--- src/rtl/alu_pkg.sv ---
// Shared ALU function codes and multiply sequencer FSM state type.
// Imported by the multiply sequencer and by anything driving the team ALU.
package alu_pkg;

  typedef enum logic [1:0] {
    ALU_ADD = 2'b00,
    ALU_SUB = 2'b01,
    ALU_SLL = 2'b10,
    ALU_OR  = 2'b11
  } alu_funct_e;

  typedef enum logic [1:0] {
    S_IDLE,
    S_ADD,
    S_SHIFT,
    S_DONE
  } mul_state_e;

  localparam int unsigned MUL_CNT_W = 6;

endpackage

--- src/rtl/alu_mul_sequencer.sv ---
// Shift-and-add multiplier that borrows an external ALU for add and sll.
// Ports:
//   clk, rst                    clock, sync active-high reset
//   Start, Multiplicand,
//   Multiplier                  request + operands (sampled when idle)
//   Busy, Done, Product         status and low 32 bits of A*B
//   ALU_src_1/2, ALU_shamt,
//   ALU_funct                   registered drive to the external ALU
//   ALU_result                  combinational result from the ALU
// Build option: MUL_EARLY_EXIT_EN finishes as soon as the remaining
// multiplier bits are all zero (after at least one add/shift pair).
module alu_mul_sequencer
  import alu_pkg::*;
#(
  parameter int unsigned MUL_BITS = 32
) (
  input  logic        clk,
  input  logic        rst,
  input  logic        Start,
  input  logic [31:0] Multiplicand,
  input  logic [31:0] Multiplier,
  output logic        Busy,
  output logic        Done,
  output logic [31:0] Product,
  output logic [31:0] ALU_src_1,
  output logic [31:0] ALU_src_2,
  output logic [4:0]  ALU_shamt,
  output logic [1:0]  ALU_funct,
  input  logic [31:0] ALU_result
);

  mul_state_e           state_q;
  alu_funct_e           funct_q;
  logic [31:0]          acc_q;
  logic [31:0]          mcand_q;
  logic [31:0]          mplr_q;
  logic [MUL_CNT_W-1:0] cnt_q;
  logic [31:0]          product_q;
  logic [31:0]          src1_q;
  logic [31:0]          src2_q;
  logic [4:0]           shamt_q;
  logic                 busy_q;
  logic                 done_q;

  logic [MUL_CNT_W-1:0] cnt_d;
  logic [31:0]          mplr_d;
  logic                 last;

  assign cnt_d  = cnt_q + 1'b1;
  assign mplr_d = mplr_q >> 1;

`ifdef MUL_EARLY_EXIT_EN
  assign last = (cnt_d == MUL_CNT_W'(MUL_BITS)) || (mplr_d == '0);
`else
  assign last = (cnt_d == MUL_CNT_W'(MUL_BITS));
`endif

  // ALU drive is registered, so each transition loads the operands
  // the ALU must see during the state being entered.
  always_ff @(posedge clk) begin
    if (rst) begin
      state_q   <= S_IDLE;
      funct_q   <= ALU_ADD;
      acc_q     <= '0;
      mcand_q   <= '0;
      mplr_q    <= '0;
      cnt_q     <= '0;
      product_q <= '0;
      src1_q    <= '0;
      src2_q    <= '0;
      shamt_q   <= '0;
      busy_q    <= 1'b0;
      done_q    <= 1'b0;
    end else begin
      unique case (state_q)
        S_IDLE: begin
          if (Start) begin
            mcand_q <= Multiplicand;
            mplr_q  <= Multiplier;
            acc_q   <= '0;
            cnt_q   <= '0;
            busy_q  <= 1'b1;
            src1_q  <= '0;
            src2_q  <= Multiplicand;
            shamt_q <= '0;
            funct_q <= ALU_ADD;
            state_q <= S_ADD;
          end
        end
        S_ADD: begin
          if (mplr_q[0]) acc_q <= ALU_result;
          src1_q  <= mcand_q;
          src2_q  <= '0;
          shamt_q <= 5'd1;
          funct_q <= ALU_SLL;
          state_q <= S_SHIFT;
        end
        S_SHIFT: begin
          mcand_q <= ALU_result;
          mplr_q  <= mplr_d;
          cnt_q   <= cnt_d;
          shamt_q <= '0;
          funct_q <= ALU_ADD;
          if (last) begin
            product_q <= acc_q;
            done_q    <= 1'b1;
            src1_q    <= '0;
            src2_q    <= '0;
            state_q   <= S_DONE;
          end else begin
            // acc is stable here; the shifted mcand is on ALU_result
            src1_q  <= acc_q;
            src2_q  <= ALU_result;
            state_q <= S_ADD;
          end
        end
        S_DONE: begin
          done_q  <= 1'b0;
          busy_q  <= 1'b0;
          state_q <= S_IDLE;
        end
      endcase
    end
  end

  assign Busy      = busy_q;
  assign Done      = done_q;
  assign Product   = product_q;
  assign ALU_src_1 = src1_q;
  assign ALU_src_2 = src2_q;
  assign ALU_shamt = shamt_q;
  assign ALU_funct = funct_q;

endmodule

--- config.mk ---
export PLATFORM = sky130hd
export DESIGN_NAME = alu_mul_sequencer
export DESIGN_NICKNAME = d
export VERILOG_FILES = /design/src/rtl/alu_pkg.sv /design/src/rtl/alu_mul_sequencer.sv
export SDC_FILE = /design/constraint.sdc
export NUM_CORES = 1
export LEC_CHECK = 0
export BUFFER_PORTS_ARGS = -buffer_cell sky130_fd_sc_hd__buf_2
export CAP_MARGIN = 20
export CELL_PAD_IN_SITES_DETAIL_PLACEMENT = 0
export CELL_PAD_IN_SITES_GLOBAL_PLACEMENT = 1
export CORE_MARGIN = 2
export CORE_UTILIZATION = 44
export DETAILED_ROUTE_END_ITERATION = 16
export HOLD_SLACK_MARGIN = 0.02
export PLACE_DENSITY = 0.89
export SLEW_MARGIN = 40
export SYNTH_ARGS = -nofsm -noshare
export SYNTH_HDL_FRONTEND = slang
export SYNTH_SLANG_ARGS = --single-unit
--- constraint.sdc ---
create_clock -name clk -period 5.7 [get_ports clk]
set_clock_uncertainty 0.2 [all_clocks]
set_input_delay 1.71 -clock clk [delete_from_list [all_inputs] [get_ports clk]]
set_output_delay 1.71 -clock clk [all_outputs]
set_load 0.05 [all_outputs]
==> results.sh <==
export IMPL_drive_gt1_share_pct=22.3
export IMPL_routed_via_density=5.54
export IMPL_hold_class="reg2reg"
export IMPL_setup_viol=0
export IMPL_outcome="finished clean"
export IMPL_start_util_pct=45.1
export IMPL_yosys_register_bits=203
export IMPL_path_delay_family="compound AO/OA/AOI/OAI gates"
export IMPL_cts_htree_levels=1
export IMPL_fin_crit_sh_pct=57.6
export IMPL_peakVddDrop_mv=0.217
export IMPL_post_cts_resize_count=0
export IMPL_cp_data_arrival_time_ns=3.50
export IMPL_critPathKind="in2reg"
export IMPL_avgSynthCellArea_um2=8.95
export IMPL_hp_start="Product[29]"
export IMPL_dr_pass1_iters=5
export IMPL_remaining_drc_errors=0
export IMPL_grt_pass1_wl_mm=40.2
export IMPL_dp_final_hpwl_mm=15.1
export IMPL_fillers=1969
export IMPL_r2r_start="state_q[1]"
export IMPL_grt_overflow_total=0
export IMPL_yosysSeqAreaShare_pct=44.4
export IMPL_rows=52
export IMPL_reg2reg_slack_ns=2.61
export IMPL_cts_root_buffer="clkbuf_16"
export IMPL_finalCriticalPeriod_ns=3.28
export IMPL_worstPathCellList="buf_2 > nand2_1 > o21a_2 > buf_4 > a21oi_1 > a211oi_1"
export IMPL_fp_dieArea_um2=22000
export IMPL_grt_use_total_pct=22.2
export IMPL_core_area_um2=20300
export IMPL_crit_path_max_fanout=34
export IMPL_fin_nets=1258
export IMPL_gp_congestion=0.767
export IMPL_drt_iter0_markers=513
export IMPL_yosys_area_top_type_share_pct=44.4
export IMPL_post_cts_buffers=0
export IMPL_drtAntennaViolNets=0
export IMPL_hold_end="Product[29]"
export IMPL_p_leak_nw=4.26
export IMPL_cts_made_buffers=22
export IMPL_end_kind="flip-flop"
export IMPL_tightest_slew_ns=0.838
export IMPL_p_per_area_nw_per_um2=385
export IMPL_routedWlPerCell_um=17.5
export IMPL_maxSlewHeadroom_pct=44.1
export IMPL_synth_cells=1023
export IMPL_grt_pass1_vias=7630
export IMPL_critPathMaxStageDelay_ns=0.64
export IMPL_ys_async_sr_fraction_pct=0
export IMPL_antenna_found_initial=0
export IMPL_syn2layout_area_growth_pct=18.8
export IMPL_worst_path_buf_inv=2
export IMPL_insertion_delay_ns=0.51
export IMPL_r2r_cells=7
export IMPL_cap_viol_max_count=0
export IMPL_clk_pin_slew_ns=0.06
export IMPL_yosysUniqueCellTypes=40
export IMPL_reg2reg_to="ALU_src_1[2]"
export IMPL_slowest_stage="o21a_2"
export IMPL_max_freq_mhz=305
export IMPL_num_vias=7978
export IMPL_clock_path_buffers=3
export IMPL_ys_flop_type="dfxtp_1"
export IMPL_synth_edf_count=0
export IMPL_yosys_area_top_type="dfxtp_1"
export IMPL_clock_sinks=203
export IMPL_min_path_cells=2
export IMPL_fin_util_pct=53.6
export IMPL_worstPathRequired_ns=5.92
export IMPL_holdBufCountCts=0
export IMPL_dieHeight_um=148
export IMPL_hold_violations=0
export IMPL_multiInputGateArea_um2=4600
export IMPL_wirelength_mm=25.1
export IMPL_die_x_um=148
export IMPL_rsz0062_at_grt="false"
export IMPL_regArea_um2=4060
export IMPL_synth_cell_area_um2=9150
export IMPL_cp_start_kind="input pin"
export IMPL_yosys_top_cells_area="dfxtp_1 (44%), mux2i_1 (10%), a211oi_1 (7.9%)"
export IMPL_yosysWarnings=0
export IMPL_grt_max_degree=100
export IMPL_totalNegativeSetupSlack_ns=0
export IMPL_boundaryPins=204
export IMPL_portBuffers=198
export IMPL_final_max_slew_viol_count=0
export IMPL_cts_tree="built"
[worst register-to-register path, cell delays in order (launching register included)]
cell      delay [ns]
dfxtp_1         0.42
inv_1           0.11
ha_2            0.34
clkinv_1        0.52
o21a_2          0.65
buf_4           0.41
a22oi_1         0.22
a21oi_1         0.09
[state kept, by name (all words and copies together), names as in the netlist]
name	flops
ALU_src_1	32
ALU_src_2	32
Product	32
acc_q	32
mcand_q	32
mplr_q	32
cnt_q	6
state_q	2
ALU_shamt	1
Busy	1
Done	1
[power by group]
part           total, mW  internal (mW)  switching [mW]
sequential          1.70           1.60          0.0962
combinational       1.12          0.325           0.792
clock               1.37          0.789           0.581
[placed cells by master (no fill, tap or decap), types with 3 or more instances in the layout]
| master | count |
|---|---|
| nand4_1 | 33 |
| nand3_1 | 33 |
| clkbuf_16 | 22 |
| nor2b_1 | 3 |
| and3_1 | 32 |
| buf_4 | 11 |
| dfxtp_1 | 203 |
| a21oi_1 | 73 |
| nand2_1 | 7 |
| o21ai_0 | 4 |
| clkbuf_8 | 6 |
| nor3_1 | 3 |
| conb_1 | 5 |
| ha_1 | 3 |
| clkinv_2 | 3 |
| and2_1 | 34 |
| a211oi_1 | 96 |
| clkbuf_1 | 4 |
| buf_2 | 197 |
| a22oi_1 | 65 |
| mux2i_1 | 95 |
| nor2_1 | 134 |
| nand2b_1 | 66 |
[cell type report]
type | instances | share of cell area [%]
flip-flops and latches | 203 | 37.4
diodes | 1 | 0.0230
clock inverters | 6 | 0.437
multi-input cells | 710 | 42.3
repair buffers | 213 | 10.6
well taps | 270 | 3.11
clock buffers | 32 | 5.96
inverters | 4 | 0.138
[cell families (layout without fill, tap and decap cells)]
group	after synthesis	after routing	synth area share, %
AO/OA/AOI/OAI	247	247	18.2
adder cells (fa/ha/maj)	5	5	0.683
buffers and inverters	114	255	5.97
flip-flops	203	203	44.4
multiplexers	96	96	10.5
other	1	6	0.0410
AND/OR/NAND/NOR	357	357	20.1
[how the worst max path moves through the flow]
stage / start / depth (start not counted) / slack (ns) / to
6_report: Start / 6 / 2.42 / ALU_src_2[5]
5_1_grt: Start / 6 / 2.25 / ALU_src_2[10]
2_1_floorplan: Start / 6 / 2.74 / ALU_src_1[10]
3_5_place_dp: Start / 6 / 1.95 / ALU_src_2[31]
3_3_place_gp: Start / 6 / 2.01 / ALU_src_2[0]
4_1_cts: Start / 6 / 2.47 / ALU_src_2[31]
[per-stage QoR]
stage | hold WS (ns) | instance area [µm²] | power, mW | setup slack [ns] | std cells
after floorplan | 0.257 | 9170 | 2.53 | 2.74 | 1027
after global placement | 0.256 | 10100 | 2.81 | 2.01 | 1397
after detailed placement | 0.257 | 10200 | 2.85 | 1.95 | 1400
after CTS | 0.271 | 10900 | 4.22 | 2.47 | 1438
after global routing | 0.283 | 10900 | 4.40 | 2.25 | 1438
final | 0.269 | 10900 | 4.18 | 2.42 | 1439
[cells in the mapped netlist (2+ instances only)]
master and count:
buf_1 4, ha_1 5, o21ai_1 2, clkbuf_1 69, buf_12 3, nand2b_1 66, nor3b_1 2, buf_2 26
clkinv_1 2, buf_4 6, nand4_1 33, and3_1 34, nor2_1 135, nand3_1 33, o21ai_0 4, buf_6 2
dfxtp_1 203, nor2b_1 4, nand2_1 7, a22oi_1 65, inv_1 2, mux2i_1 95, a211oi_1 96, and2_1 34
a21oi_1 73, nor3_1 3, nand4b_1 2
[routing by layer]
layer	global-route usage (%)	share of wire [%]	up-vias
met4	6.05	2.1	0
met3	4.11	6.6	37
met2	36.3	46	255
li1	-	-	3935
met5	0	0	-
met1	30.1	45	3751
Power figures use the tool's default switching activity.
